File: config.mk
export PLATFORM = sky130hd
export DESIGN_NAME = wshb_arbiter_flat
export DESIGN_NICKNAME = d
export VERILOG_FILES = /design/src/rtl/wshb_arb_pkg.sv /design/src/rtl/wshb_if.sv /design/src/rtl/wshb_arbiter.sv /design/src/flat_wrapper.sv
export SDC_FILE = /design/constraint.sdc
export NUM_CORES = 1
export LEC_CHECK = 0
export CORE_AREA = 5 5 125 127
export CTS_CLUSTER_DIAMETER = 120
export DETAILED_ROUTE_END_ITERATION = 8
export DIE_AREA = 0 0 130 132
export MAX_ROUTING_LAYER = met4
export SYNTH_ARGS = -nofsm -noshare
export SYNTH_HDL_FRONTEND = slang
export SYNTH_SLANG_ARGS = --single-unit
File: constraint.sdc
create_clock -name clk -period 3.2 [get_ports clk]
set_input_delay 0.64 -clock clk [delete_from_list [all_inputs] [get_ports clk]]
set_output_delay 0.64 -clock clk [all_outputs]
set_load 0.01 [all_outputs]
File: src/rtl/wshb_arb_pkg.sv
// Shared types and constants for the two-requester Wishbone arbiter.
package wshb_arb_pkg;

  // Default number of acknowledged transfers a grantee keeps before yielding.
  localparam int unsigned QUANTUM_DEFAULT = 16;

  typedef enum logic [1:0] {
    IDLE,
    GNT_VGA,
    GNT_MIRE
  } arb_state_e;

endpackage

File: src/rtl/wshb_if.sv
// 32-bit Wishbone B4 classic/registered-burst bus bundle.
interface wshb_if;

  logic        cyc;
  logic        stb;
  logic        we;
  logic [31:0] adr;
  logic [31:0] dat_ms;
  logic [31:0] dat_sm;
  logic [3:0]  sel;
  logic [2:0]  cti;
  logic [1:0]  bte;
  logic        ack;

  modport master (
    output cyc, stb, we, adr, dat_ms, sel, cti, bte,
    input  dat_sm, ack
  );

  modport slave (
    input  cyc, stb, we, adr, dat_ms, sel, cti, bte,
    output dat_sm, ack
  );

endinterface

File: src/rtl/wshb_arbiter.sv
// Round-robin-with-quantum arbiter sharing one SDRAM Wishbone slave between
// the framebuffer reader (requester 0, priority on ties) and the pattern writer.
module wshb_arbiter
  import wshb_arb_pkg::*;
#(
  parameter int unsigned QUANTUM = QUANTUM_DEFAULT
) (
  input logic   clk,
  input logic   rst,
  wshb_if.slave  wshb_ifs_vga,
  wshb_if.slave  wshb_ifs_mire,
  wshb_if.master wshb_ifm
);

  // Keep the counter at least one bit wide so QUANTUM == 1 still elaborates.
  localparam int unsigned CntW = (QUANTUM > 1) ? $clog2(QUANTUM) : 1;
  localparam logic [CntW-1:0] CntLast = CntW'(QUANTUM - 1);

  arb_state_e      state;
  logic [CntW-1:0] cnt;

  // Grant state and per-quantum ack counter; cyc drop takes precedence over quantum expiry.
  always_ff @(posedge clk) begin
    if (rst) begin
      state <= IDLE;
      cnt   <= '0;
    end else begin
      unique case (state)
        IDLE: begin
          cnt <= '0;
          if (wshb_ifs_vga.cyc) begin
            state <= GNT_VGA;
          end else if (wshb_ifs_mire.cyc) begin
            state <= GNT_MIRE;
          end
        end
        GNT_VGA: begin
          if (!wshb_ifs_vga.cyc) begin
            cnt   <= '0;
            state <= wshb_ifs_mire.cyc ? GNT_MIRE : IDLE;
          end else if (wshb_ifm.ack) begin
            if (cnt == CntLast) begin
              cnt <= '0;
              if (wshb_ifs_mire.cyc) begin
                state <= GNT_MIRE;
              end
            end else begin
              cnt <= cnt + CntW'(1);
            end
          end
        end
        GNT_MIRE: begin
          if (!wshb_ifs_mire.cyc) begin
            cnt   <= '0;
            state <= wshb_ifs_vga.cyc ? GNT_VGA : IDLE;
          end else if (wshb_ifm.ack) begin
            if (cnt == CntLast) begin
              cnt <= '0;
              if (wshb_ifs_vga.cyc) begin
                state <= GNT_VGA;
              end
            end else begin
              cnt <= cnt + CntW'(1);
            end
          end
        end
        default: begin
          state <= IDLE;
          cnt   <= '0;
        end
      endcase
    end
  end

  // Read data goes to both requesters; only the grantee's ack is meaningful.
  assign wshb_ifs_vga.dat_sm  = wshb_ifm.dat_sm;
  assign wshb_ifs_mire.dat_sm = wshb_ifm.dat_sm;

  // Forward the grantee onto the shared bus and route ack back to it alone.
  always_comb begin
    wshb_ifm.cyc       = 1'b0;
    wshb_ifm.stb       = 1'b0;
    wshb_ifm.we        = 1'b0;
    wshb_ifm.adr       = '0;
    wshb_ifm.dat_ms    = '0;
    wshb_ifm.sel       = '0;
    wshb_ifm.cti       = '0;
    wshb_ifm.bte       = '0;
    wshb_ifs_vga.ack   = 1'b0;
    wshb_ifs_mire.ack  = 1'b0;
    unique case (state)
      GNT_VGA: begin
        wshb_ifm.cyc     = wshb_ifs_vga.cyc;
        wshb_ifm.stb     = wshb_ifs_vga.stb;
        wshb_ifm.we      = wshb_ifs_vga.we;
        wshb_ifm.adr     = wshb_ifs_vga.adr;
        wshb_ifm.dat_ms  = wshb_ifs_vga.dat_ms;
        wshb_ifm.sel     = wshb_ifs_vga.sel;
        wshb_ifm.cti     = wshb_ifs_vga.cti;
        wshb_ifm.bte     = wshb_ifs_vga.bte;
        wshb_ifs_vga.ack = wshb_ifm.ack;
      end
      GNT_MIRE: begin
        wshb_ifm.cyc      = wshb_ifs_mire.cyc;
        wshb_ifm.stb      = wshb_ifs_mire.stb;
        wshb_ifm.we       = wshb_ifs_mire.we;
        wshb_ifm.adr      = wshb_ifs_mire.adr;
        wshb_ifm.dat_ms   = wshb_ifs_mire.dat_ms;
        wshb_ifm.sel      = wshb_ifs_mire.sel;
        wshb_ifm.cti      = wshb_ifs_mire.cti;
        wshb_ifm.bte      = wshb_ifs_mire.bte;
        wshb_ifs_mire.ack = wshb_ifm.ack;
      end
      default: ;
    endcase
  end

endmodule
File: src/flat_wrapper.sv
// flat-port wrapper written by rule: the top's interface ports become plain ports
module wshb_arbiter_flat import wshb_arb_pkg::*;
#(
  parameter int unsigned QUANTUM = QUANTUM_DEFAULT
)
  (clk, rst, wshb_ifs_vga_cyc, wshb_ifs_vga_stb, wshb_ifs_vga_we, wshb_ifs_vga_adr, wshb_ifs_vga_dat_ms, wshb_ifs_vga_sel, wshb_ifs_vga_cti, wshb_ifs_vga_bte, wshb_ifs_vga_dat_sm, wshb_ifs_vga_ack, wshb_ifs_mire_cyc, wshb_ifs_mire_stb, wshb_ifs_mire_we, wshb_ifs_mire_adr, wshb_ifs_mire_dat_ms, wshb_ifs_mire_sel, wshb_ifs_mire_cti, wshb_ifs_mire_bte, wshb_ifs_mire_dat_sm, wshb_ifs_mire_ack, wshb_ifm_cyc, wshb_ifm_stb, wshb_ifm_we, wshb_ifm_adr, wshb_ifm_dat_ms, wshb_ifm_sel, wshb_ifm_cti, wshb_ifm_bte, wshb_ifm_dat_sm, wshb_ifm_ack);
  wshb_if wshb_ifs_vga_i ();
  wshb_if wshb_ifs_mire_i ();
  wshb_if wshb_ifm_i ();
  input logic clk;
  input logic rst;
  input wire logic [$bits(wshb_ifs_vga_i.cyc)-1:0] wshb_ifs_vga_cyc;
  input wire logic [$bits(wshb_ifs_vga_i.stb)-1:0] wshb_ifs_vga_stb;
  input wire logic [$bits(wshb_ifs_vga_i.we)-1:0] wshb_ifs_vga_we;
  input wire logic [$bits(wshb_ifs_vga_i.adr)-1:0] wshb_ifs_vga_adr;
  input wire logic [$bits(wshb_ifs_vga_i.dat_ms)-1:0] wshb_ifs_vga_dat_ms;
  input wire logic [$bits(wshb_ifs_vga_i.sel)-1:0] wshb_ifs_vga_sel;
  input wire logic [$bits(wshb_ifs_vga_i.cti)-1:0] wshb_ifs_vga_cti;
  input wire logic [$bits(wshb_ifs_vga_i.bte)-1:0] wshb_ifs_vga_bte;
  output wire logic [$bits(wshb_ifs_vga_i.dat_sm)-1:0] wshb_ifs_vga_dat_sm;
  output wire logic [$bits(wshb_ifs_vga_i.ack)-1:0] wshb_ifs_vga_ack;
  input wire logic [$bits(wshb_ifs_mire_i.cyc)-1:0] wshb_ifs_mire_cyc;
  input wire logic [$bits(wshb_ifs_mire_i.stb)-1:0] wshb_ifs_mire_stb;
  input wire logic [$bits(wshb_ifs_mire_i.we)-1:0] wshb_ifs_mire_we;
  input wire logic [$bits(wshb_ifs_mire_i.adr)-1:0] wshb_ifs_mire_adr;
  input wire logic [$bits(wshb_ifs_mire_i.dat_ms)-1:0] wshb_ifs_mire_dat_ms;
  input wire logic [$bits(wshb_ifs_mire_i.sel)-1:0] wshb_ifs_mire_sel;
  input wire logic [$bits(wshb_ifs_mire_i.cti)-1:0] wshb_ifs_mire_cti;
  input wire logic [$bits(wshb_ifs_mire_i.bte)-1:0] wshb_ifs_mire_bte;
  output wire logic [$bits(wshb_ifs_mire_i.dat_sm)-1:0] wshb_ifs_mire_dat_sm;
  output wire logic [$bits(wshb_ifs_mire_i.ack)-1:0] wshb_ifs_mire_ack;
  output wire logic [$bits(wshb_ifm_i.cyc)-1:0] wshb_ifm_cyc;
  output wire logic [$bits(wshb_ifm_i.stb)-1:0] wshb_ifm_stb;
  output wire logic [$bits(wshb_ifm_i.we)-1:0] wshb_ifm_we;
  output wire logic [$bits(wshb_ifm_i.adr)-1:0] wshb_ifm_adr;
  output wire logic [$bits(wshb_ifm_i.dat_ms)-1:0] wshb_ifm_dat_ms;
  output wire logic [$bits(wshb_ifm_i.sel)-1:0] wshb_ifm_sel;
  output wire logic [$bits(wshb_ifm_i.cti)-1:0] wshb_ifm_cti;
  output wire logic [$bits(wshb_ifm_i.bte)-1:0] wshb_ifm_bte;
  input wire logic [$bits(wshb_ifm_i.dat_sm)-1:0] wshb_ifm_dat_sm;
  input wire logic [$bits(wshb_ifm_i.ack)-1:0] wshb_ifm_ack;
  assign wshb_ifs_vga_i.cyc = wshb_ifs_vga_cyc;
  assign wshb_ifs_vga_i.stb = wshb_ifs_vga_stb;
  assign wshb_ifs_vga_i.we = wshb_ifs_vga_we;
  assign wshb_ifs_vga_i.adr = wshb_ifs_vga_adr;
  assign wshb_ifs_vga_i.dat_ms = wshb_ifs_vga_dat_ms;
  assign wshb_ifs_vga_i.sel = wshb_ifs_vga_sel;
  assign wshb_ifs_vga_i.cti = wshb_ifs_vga_cti;
  assign wshb_ifs_vga_i.bte = wshb_ifs_vga_bte;
  assign wshb_ifs_vga_dat_sm = wshb_ifs_vga_i.dat_sm;
  assign wshb_ifs_vga_ack = wshb_ifs_vga_i.ack;
  assign wshb_ifs_mire_i.cyc = wshb_ifs_mire_cyc;
  assign wshb_ifs_mire_i.stb = wshb_ifs_mire_stb;
  assign wshb_ifs_mire_i.we = wshb_ifs_mire_we;
  assign wshb_ifs_mire_i.adr = wshb_ifs_mire_adr;
  assign wshb_ifs_mire_i.dat_ms = wshb_ifs_mire_dat_ms;
  assign wshb_ifs_mire_i.sel = wshb_ifs_mire_sel;
  assign wshb_ifs_mire_i.cti = wshb_ifs_mire_cti;
  assign wshb_ifs_mire_i.bte = wshb_ifs_mire_bte;
  assign wshb_ifs_mire_dat_sm = wshb_ifs_mire_i.dat_sm;
  assign wshb_ifs_mire_ack = wshb_ifs_mire_i.ack;
  assign wshb_ifm_cyc = wshb_ifm_i.cyc;
  assign wshb_ifm_stb = wshb_ifm_i.stb;
  assign wshb_ifm_we = wshb_ifm_i.we;
  assign wshb_ifm_adr = wshb_ifm_i.adr;
  assign wshb_ifm_dat_ms = wshb_ifm_i.dat_ms;
  assign wshb_ifm_sel = wshb_ifm_i.sel;
  assign wshb_ifm_cti = wshb_ifm_i.cti;
  assign wshb_ifm_bte = wshb_ifm_i.bte;
  assign wshb_ifm_i.dat_sm = wshb_ifm_dat_sm;
  assign wshb_ifm_i.ack = wshb_ifm_ack;
  wshb_arbiter #(.QUANTUM(QUANTUM)) u_core (.clk(clk), .rst(rst), .wshb_ifs_vga(wshb_ifs_vga_i), .wshb_ifs_mire(wshb_ifs_mire_i), .wshb_ifm(wshb_ifm_i));
endmodule
==> results of run 1 <==
## layout make-up
type	instances	area (um^2)
diodes	1	2.50
well taps	184	230
clock buffers	3	75.1
fillers	1522	10200
multi-input cells	185	1320
flip-flops and latches	6	120
inverters	3	11.3
repair buffers	235	2380
## per-layer routing
metal  part of all wire  global-route usage
met2               0.50               0.189
met5                  0                   -
met1               0.36               0.102
met3               0.13              0.0340
met4              0.019              0.0266
## through the flow
step | worst slack [ns] | instances | cell area (um^2)
4_1_cts | 0.388 | 616 | 4140
2_1_floorplan | 1.16 | 284 | 2060
3_3_place_gp | 0.492 | 613 | 4060
3_5_place_dp | 0.459 | 613 | 4060
5_1_grt | 0.286 | 617 | 4140
6_report | 0.397 | 617 | 4140
## power by group
part / leakage [nW] / switching [mW] / total, mW / internal, mW
logic: 1.21 / 0.468 / 1.10 / 0.631
registers: 0.0487 / 0.00635 / 0.0876 / 0.0813
clock network: 0.0370 / 0.0435 / 0.204 / 0.161
## state kept, by name, indices dropped and copies added (netlist names)
signal	count
u_core.cnt	4
u_core.state	2
## how the worst min path moves through the flow
stage | from | end | cells after the start
2_1_floorplan | u_core.cnt[3] | u_core.cnt[3] | 1
3_3_place_gp | u_core.cnt[3] | u_core.cnt[3] | 1
3_5_place_dp | u_core.cnt[3] | u_core.cnt[3] | 1
4_1_cts | u_core.cnt[3] | u_core.cnt[3] | 1
5_1_grt | u_core.cnt[3] | u_core.cnt[3] | 1
6_report | u_core.cnt[3] | u_core.cnt[3] | 1
## synthesized netlist by cell type
cell type,n
buf_4,66
inv_1,3
a41o_2,1
ha_1,5
nor2b_2,1
a211oi_2,1
o31ai_1,1
and2_4,1
and2_2,2
nor2b_1,75
a21oi_2,1
clkbuf_1,17
o21ai_0,2
xor2_1,1
nand2b_1,1
nand3_1,1
dfxtp_1,6
o311ai_1,1
a21o_2,1
a311oi_1,2
nor2_1,4
nand2_1,2
or2b_1,1
a21oi_1,2
a31oi_1,1
a22oi_1,75
mux2i_1,1
a22oi_2,1
a21o_1,1
buf_2,4
buf_6,2
clkbuf_8,1
## logic make-up (layout without fill, tap and decap cells)
logic type | Yosys count | after routing | share of synthesized area
AND/OR/NAND/NOR | 88 | 88 | 0.264
flip-flops | 6 | 6 | 0.0584
multiplexers | 1 | 1 | 0.00487
buffers and inverters | 93 | 241 | 0.305
other | 0 | 1 | 0
AO/OA/AOI/OAI | 90 | 90 | 0.333
XOR/XNOR | 1 | 1 | 0.00426
adder cells (fa/ha/maj) | 5 | 5 | 0.0304
## worst max-delay path, delay by kind of cell (launching register included)
kind	cells	cell delay, ns
AOI/OAI and AO/OA	1	0.15
adders and majority gates	1	0.22
buffers and inverters	3	0.99
DFF	1	0.32
and+or+nand+nor	1	0.19
==> metrics, run 1 <==
WP data arrival 2.16 ns; CTS root buf clkbuf_16; syn avg cell area 7.24 um^2; Die Height 132 um; most frequent cells in the layout clkdlybuf4s50_1, a22oi_1, nor2b_1; post_cts resized 0; vias in the first global route 2805; initial antenna violation count 1; vias 2603; pin count of the biggest net entering global routing 80; HPWL after DPL 7.76 mm; Tot GR Track Use 0.102; Pwr Total 1.39 mW; row count 44; skew final 0.00247 ns; top cells by area, synth a22oi_1, buf_4, nor2b_1; First-pass DRT Iterations 4; Worst EP required 2.56 ns; core area 14300 um^2; max_cap viols 0; DR iter-0 viols 96; first-pass GRT wire length 14.0 mm; TNS Setup 0 ns; RSZ-0062 raised after global routing no; CP endpoint wshb_ifm_bte[0]; Startpoint Class flip-flop; final period utilization 0.876; clock slew at reported path FFs 0.03 ns; critical path class reg2out; Final Max Tran Viols 0; R2R setup slack 1.46 ns; post-synth top area share 0.274; Pwr Density 336 nW/um^2; final WL 9.70 mm; Syn-to-layout area delta 101%; synth warn 0; slew margin rel. 0.759; cts bufs inserted 3; R2R cell count 6; Hold WC Path Type reg2reg; commonest non-fill, non-tap cell in the layout clkdlybuf4s50_1; Initial Util 0.144; PortBufs 232; Post-Syn Instances 284; number of H-tree levels 1; Post-CTS Hold Buffers 0; CTS tree built; Nets 626; Setup Buffers After CTS 0; cell area after synthesis 2060 um^2; largest area contributor in the netlist a22oi_1; post-layout util 0.289; Clock Sinks 6; Leakage 1.29 nW; VDD IR-drop max 275 uV; outcome completed; Peak Freq 357 MHz; critical path fanouts, max 78; Seq/Total Area, Yosys 0.0584; Seq cells post-synth 6; vias per cell 4.22; Hold Vio Cnt, Final 0; CTS max path bufs 2; RR Endpoint u_core.state[0]; critical path launch point u_core.state[0]; syn_nets 476; placer's final routability congestion estimate 0.803; DR WL/cell 15.7 um; Final setup viols 0; drc violations 0; CP Capture Type primary output; crit path time final 2.80 ns; die area 17200 um^2; die extent in x 130 um; Worst path slowest cell clkdlybuf4s50_1; Critical Path Max Stage Delay 0.57 ns; Congestion Overflow GR 0; crit path cell chain inv_1 > ha_2 > buf_12 > a22oi_1 > nor2b_1 > clkdlybuf4s50_1; Final ANT Viol Nets 0; worst skew pair latency 0.23 ns; worst r2r src u_core.state[1]; Worst Hold Margin 0.522 ns; share of cells above drive strength 1 0.0417; IO Count 329; library cells used by synthesis 32; worst slew pin tran 0.361 ns
Power figures use the tool's default switching activity.
==> inputs of run 2 (changes only) <==
Settings changed: CORE_AREA 5 5 125 127 to 2 2 129 131, DIE_AREA 0 0 130 132 to 0 0 131 133.
==> metrics, run 2 (same netlist as run 1, synthesis figures left out) <==
Worst Hold End u_core.cnt[3]; RSZ-0062 raised after global routing no; hold depth 1; DR iter-0 viols 60; Final setup viols 0; IO Count 329; CTS tree built; Startpoint Class flip-flop; placed cell areas 4100 um^2; Largest regs u_core.cnt (4), u_core.state (2); critical path class reg2out; Comb pwr share 0.792; worst r2r src u_core.state[1]; vias in the first global route 2569; Clk network pwr share 0.145; Final ANT Viol Nets 0; max_cap viols 0; slew margin rel. 0.760; GRT met2 Usage 0.181; placer's final routability congestion estimate 0.709; Sequential Area 120 um^2; number of H-tree levels 1; Syn-to-layout area delta 103%; post_cts resized 0; critical path fanouts, max 78; final period utilization 0.884; Die Height 133 um; Worst EP required 2.56 ns; Biggest register u_core.cnt; drc violations 0; TNS Setup 0 ns; HPWL after DPL 7.17 mm; skew final 0.00208 ns; Switching Share 0.372; R2R setup slack 1.46 ns; pin count of the biggest net entering global routing 80; die area 17400 um^2; Leakage 1.29 nW; most frequent cells in the layout clkdlybuf4s50_1, a22oi_1, nor2b_1; first-pass GRT wire length 12.7 mm; Post-CTS Hold Buffers 0; R2R cell count 6; outcome completed; P_int 864 uW; share of cells above drive strength 1 0.0439; Clock Sinks 6; crit path time final 2.83 ns; worst skew pair latency 0.23 ns; post-layout util 0.258; Switch Pwr 512 uW; Peak Freq 353 MHz; core area 16200 um^2; RR Endpoint u_core.cnt[3]; Nets 627; vias 2618; commonest non-fill, non-tap cell in the layout clkdlybuf4s50_1; VDD IR-drop max 289 uV; vias per cell 4.01; Pwr Density 329 nW/um^2; die extent in x 131 um; Tot GR Track Use 0.0919; PortBufs 232; row count 47; Hold WC Path Type reg2reg; CTS max path bufs 2; CP Capture Type primary output; met1 Use GR 0.0866; Final Max Tran Viols 0; min-delay src u_core.cnt[3]; final WL 9.00 mm; sequential group share of total power 0.064; First-pass DRT Iterations 4; CTS root buf clkbuf_16; Congestion Overflow GR 0; met3 global-route usage 0.0230; Hold Vio Cnt, Final 0; fin area 4180 um^2; Initial Util 0.127; Filler cells 1744; WP data arrival 2.19 ns; Antenna Cells 0; max reg flops 4; GR peak layer met2; cts bufs inserted 3; worst slew pin tran 0.360 ns; Setup Buffers After CTS 0; initial antenna violation count 0; DR WL/cell 13.8 um; clock slew at reported path FFs 0.03 ns; Multi-input gate area 1320 um^2
-- run 2: cell count changes in the layout (fill, tap and decap cells not counted), sizes merged --
cell and delta:
buf +1, diode -1
-- run 2: area by class of cell --
| class | instances | area share |
|---|---|---|
| clock buffer | 3 | 0.0180 |
| inverter | 3 | 0.00270 |
| multi-input combinational | 185 | 0.315 |
| sequential | 6 | 0.0288 |
| tap | 220 | 0.0659 |
| timing repair buffer | 236 | 0.569 |
-- run 2: per-stage QoR --
| stage | hold WS (ns) | setup WS, ns | std cells | power, mW |
|---|---|---|---|---|
| floorplan | 0.472 | 1.16 | 284 | 0.753 |
| finish | 0.563 | 0.371 | 653 | 1.38 |
| global placement | 0.507 | 0.531 | 650 | 1.16 |
| detailed placement | 0.531 | 0.518 | 650 | 1.19 |
| global route | 0.567 | 0.251 | 653 | 1.48 |
| CTS | 0.557 | 0.346 | 653 | 1.40 |
-- run 2: worst max-delay path, cell delays in order (launching register included) --
cell             delay, ns
dfxtp_1               0.32
inv_1                 0.13
ha_2                  0.22
buf_12                0.30
a22oi_1               0.15
nor2b_1               0.21
clkdlybuf4s50_1       0.59
-- run 2: routing by layer --
layer	up-vias	share of wire
li1	1240	-
met1	1171	0.34
met2	195	0.53
met3	12	0.12
met4	0	0.011
met5	-	0
-- run 2: worst max path at each step --
stage	startpoint	end	slack, ns	cells after the start
detailed placement	wshb_ifs_vga_cyc	wshb_ifm_cyc	0.52	4
CTS	u_core.state[0]	wshb_ifm_adr[19]	0.35	6
floorplan	u_core.state[1]	wshb_ifm_adr[0]	1.16	5
global route	u_core.state[1]	wshb_ifm_dat_ms[18]	0.25	5
finish	u_core.state[0]	wshb_ifm_adr[19]	0.37	6
global placement	wshb_ifs_vga_cyc	wshb_ifm_cyc	0.53	4
-- run 2: power groups by stage --
stage	Clock, mW	Combinational [mW]	Sequential [mW]
floorplan	0	0.666	0.0870
global placement	0	1.07	0.0879
detailed placement	0	1.10	0.0889
CTS	0.205	1.11	0.0877
global route	0.211	1.18	0.0885
finish	0.199	1.09	0.0877
==> inputs of run 3 (changes only) <==
--- a/config.mk
+++ b/config.mk
@@ -14,2 +14,3 @@
 export SYNTH_HDL_FRONTEND = slang
 export SYNTH_SLANG_ARGS = --single-unit
+export TNS_END_PERCENT = 100
==> constraint.sdc (replaced) <==
create_clock -name clk -period 3.2 [get_ports clk]
set_input_delay 0.32 -clock clk [delete_from_list [all_inputs] [get_ports clk]]
set_output_delay 0.32 -clock clk [all_outputs]
set_load 0.01 [all_outputs]
==> metrics, run 3 (same netlist as run 1, synthesis figures left out) <==
Tot GR Track Use 0.0914; CP Capture Type primary output; CTS max path bufs 2; vias per cell 3.97; Hold WC Path Type reg2reg; CP top delay family buffers and inverters; HPWL after DPL 7.14 mm; PortBufs 232; crit path cell chain inv_1 > ha_2 > buf_4 > nor2b_1 > clkdlybuf4s50_1; Setup Buffers After CTS 0; initial antenna violation count 0; max_cap viols 0; worst path bufs/invs 3; worst slew pin tran 0.468 ns; Post-Place Cells 649; final WL 8.91 mm; post_cts resized 0; IO Count 329; core area 16200 um^2; Hold Vio Cnt, Final 0; critical path fanouts, max 42; Nets 626; Clock Sinks 6; Startpoint Class flip-flop; Congestion Overflow GR 0; Antenna Cells 0; First-pass DRT Iterations 4; most frequent cells in the layout clkdlybuf4s50_1, a22oi_1, nor2b_1; outcome completed; Leakage 1.29 nW; RSZ-0062 raised after global routing no; vias 2586; vias in the first global route 2565; Die Height 133 um; commonest non-fill, non-tap cell in the layout clkdlybuf4s50_1; first-pass GRT wire length 12.4 mm; placer's final routability congestion estimate 0.723; VDD IR-drop max 186 uV; number of H-tree levels 1; Critical Path Max Stage Delay 0.63 ns; row count 47; final period utilization 0.889; Initial Util 0.127; Post-CTS Hold Buffers 0; die extent in x 131 um; die area 17400 um^2; clock slew at reported path FFs 0.03 ns; Filler cells 1740; share of cells above drive strength 1 0.0417; CTS tree built; crit path time final 2.84 ns; pin count of the biggest net entering global routing 80; critical path class reg2out; drc violations 0; Finished Layout Cells 652; skew final 0.00171 ns; cts bufs inserted 3; Final ANT Viol Nets 0; TNS Setup 0 ns; WP data arrival 2.52 ns; worst skew pair latency 0.22 ns; Pwr Density 329 nW/um^2; Syn-to-layout area delta 103%; Worst path slowest cell ha_2; CTS root buf clkbuf_16; Worst Hold Margin 0.547 ns; Worst EP required 2.88 ns; Largest regs u_core.cnt (4), u_core.state (2); DR iter-0 viols 123; Peak Freq 352 MHz; DR WL/cell 13.7 um; slew margin rel. 0.688; max reg flops 4; Final Max Tran Viols 0; Biggest register u_core.cnt; Final setup viols 0
==> run 3: cell type report <==
type	count	area (um^2)	area share
clock buffers	3	75.1	0.0180
inverters	3	11.3	0.00270
multi-input cells	185	1320	0.316
flip-flops and latches	6	120	0.0288
well taps	220	275	0.0660
repair buffers	235	2370	0.569
==> run 3: final timing paths <==
check | startpoint | end | slack, ns | depth (start not counted)
hold reg to reg | u_core.cnt[3] | u_core.cnt[3] | 0.55 | 1
hold / removal | u_core.cnt[3] | u_core.cnt[3] | 0.55 | 1
setup / recovery | u_core.state[1] | wshb_ifm_dat_ms[14] | 0.36 | 5
setup reg to reg | u_core.state[1] | u_core.cnt[3] | 1.41 | 5
==> run 3: report_power, final <==
group          switching (mW)  internal (mW)  leakage [nW]
Clock                  0.0385          0.160        0.0370
Combinational           0.465          0.621          1.20
Sequential            0.00625         0.0813        0.0487
Total                   0.509          0.862          1.29
==> run 3: layer usage <==
metal / vias up / global-route usage / wire (um)
met4: 0 / 0.0195 / 97
li1: 1238 / - / -
met3: 12 / 0.0206 / 1010
met2: 182 / 0.187 / 4780
met1: 1154 / 0.0824 / 3020
met5: - / - / 0
==> run 3: metrics by stage <==
stage	worst slack (ns)	instance area, um^2	utilization	total power, mW
after global placement	0.670	4090	0.253	1.16
after floorplan	1.48	2060	-	0.753
after global routing	0.142	4170	0.258	1.48
after detailed placement	0.551	4090	0.253	1.19
final	0.357	4170	0.258	1.37
after CTS	0.310	4170	0.258	1.40
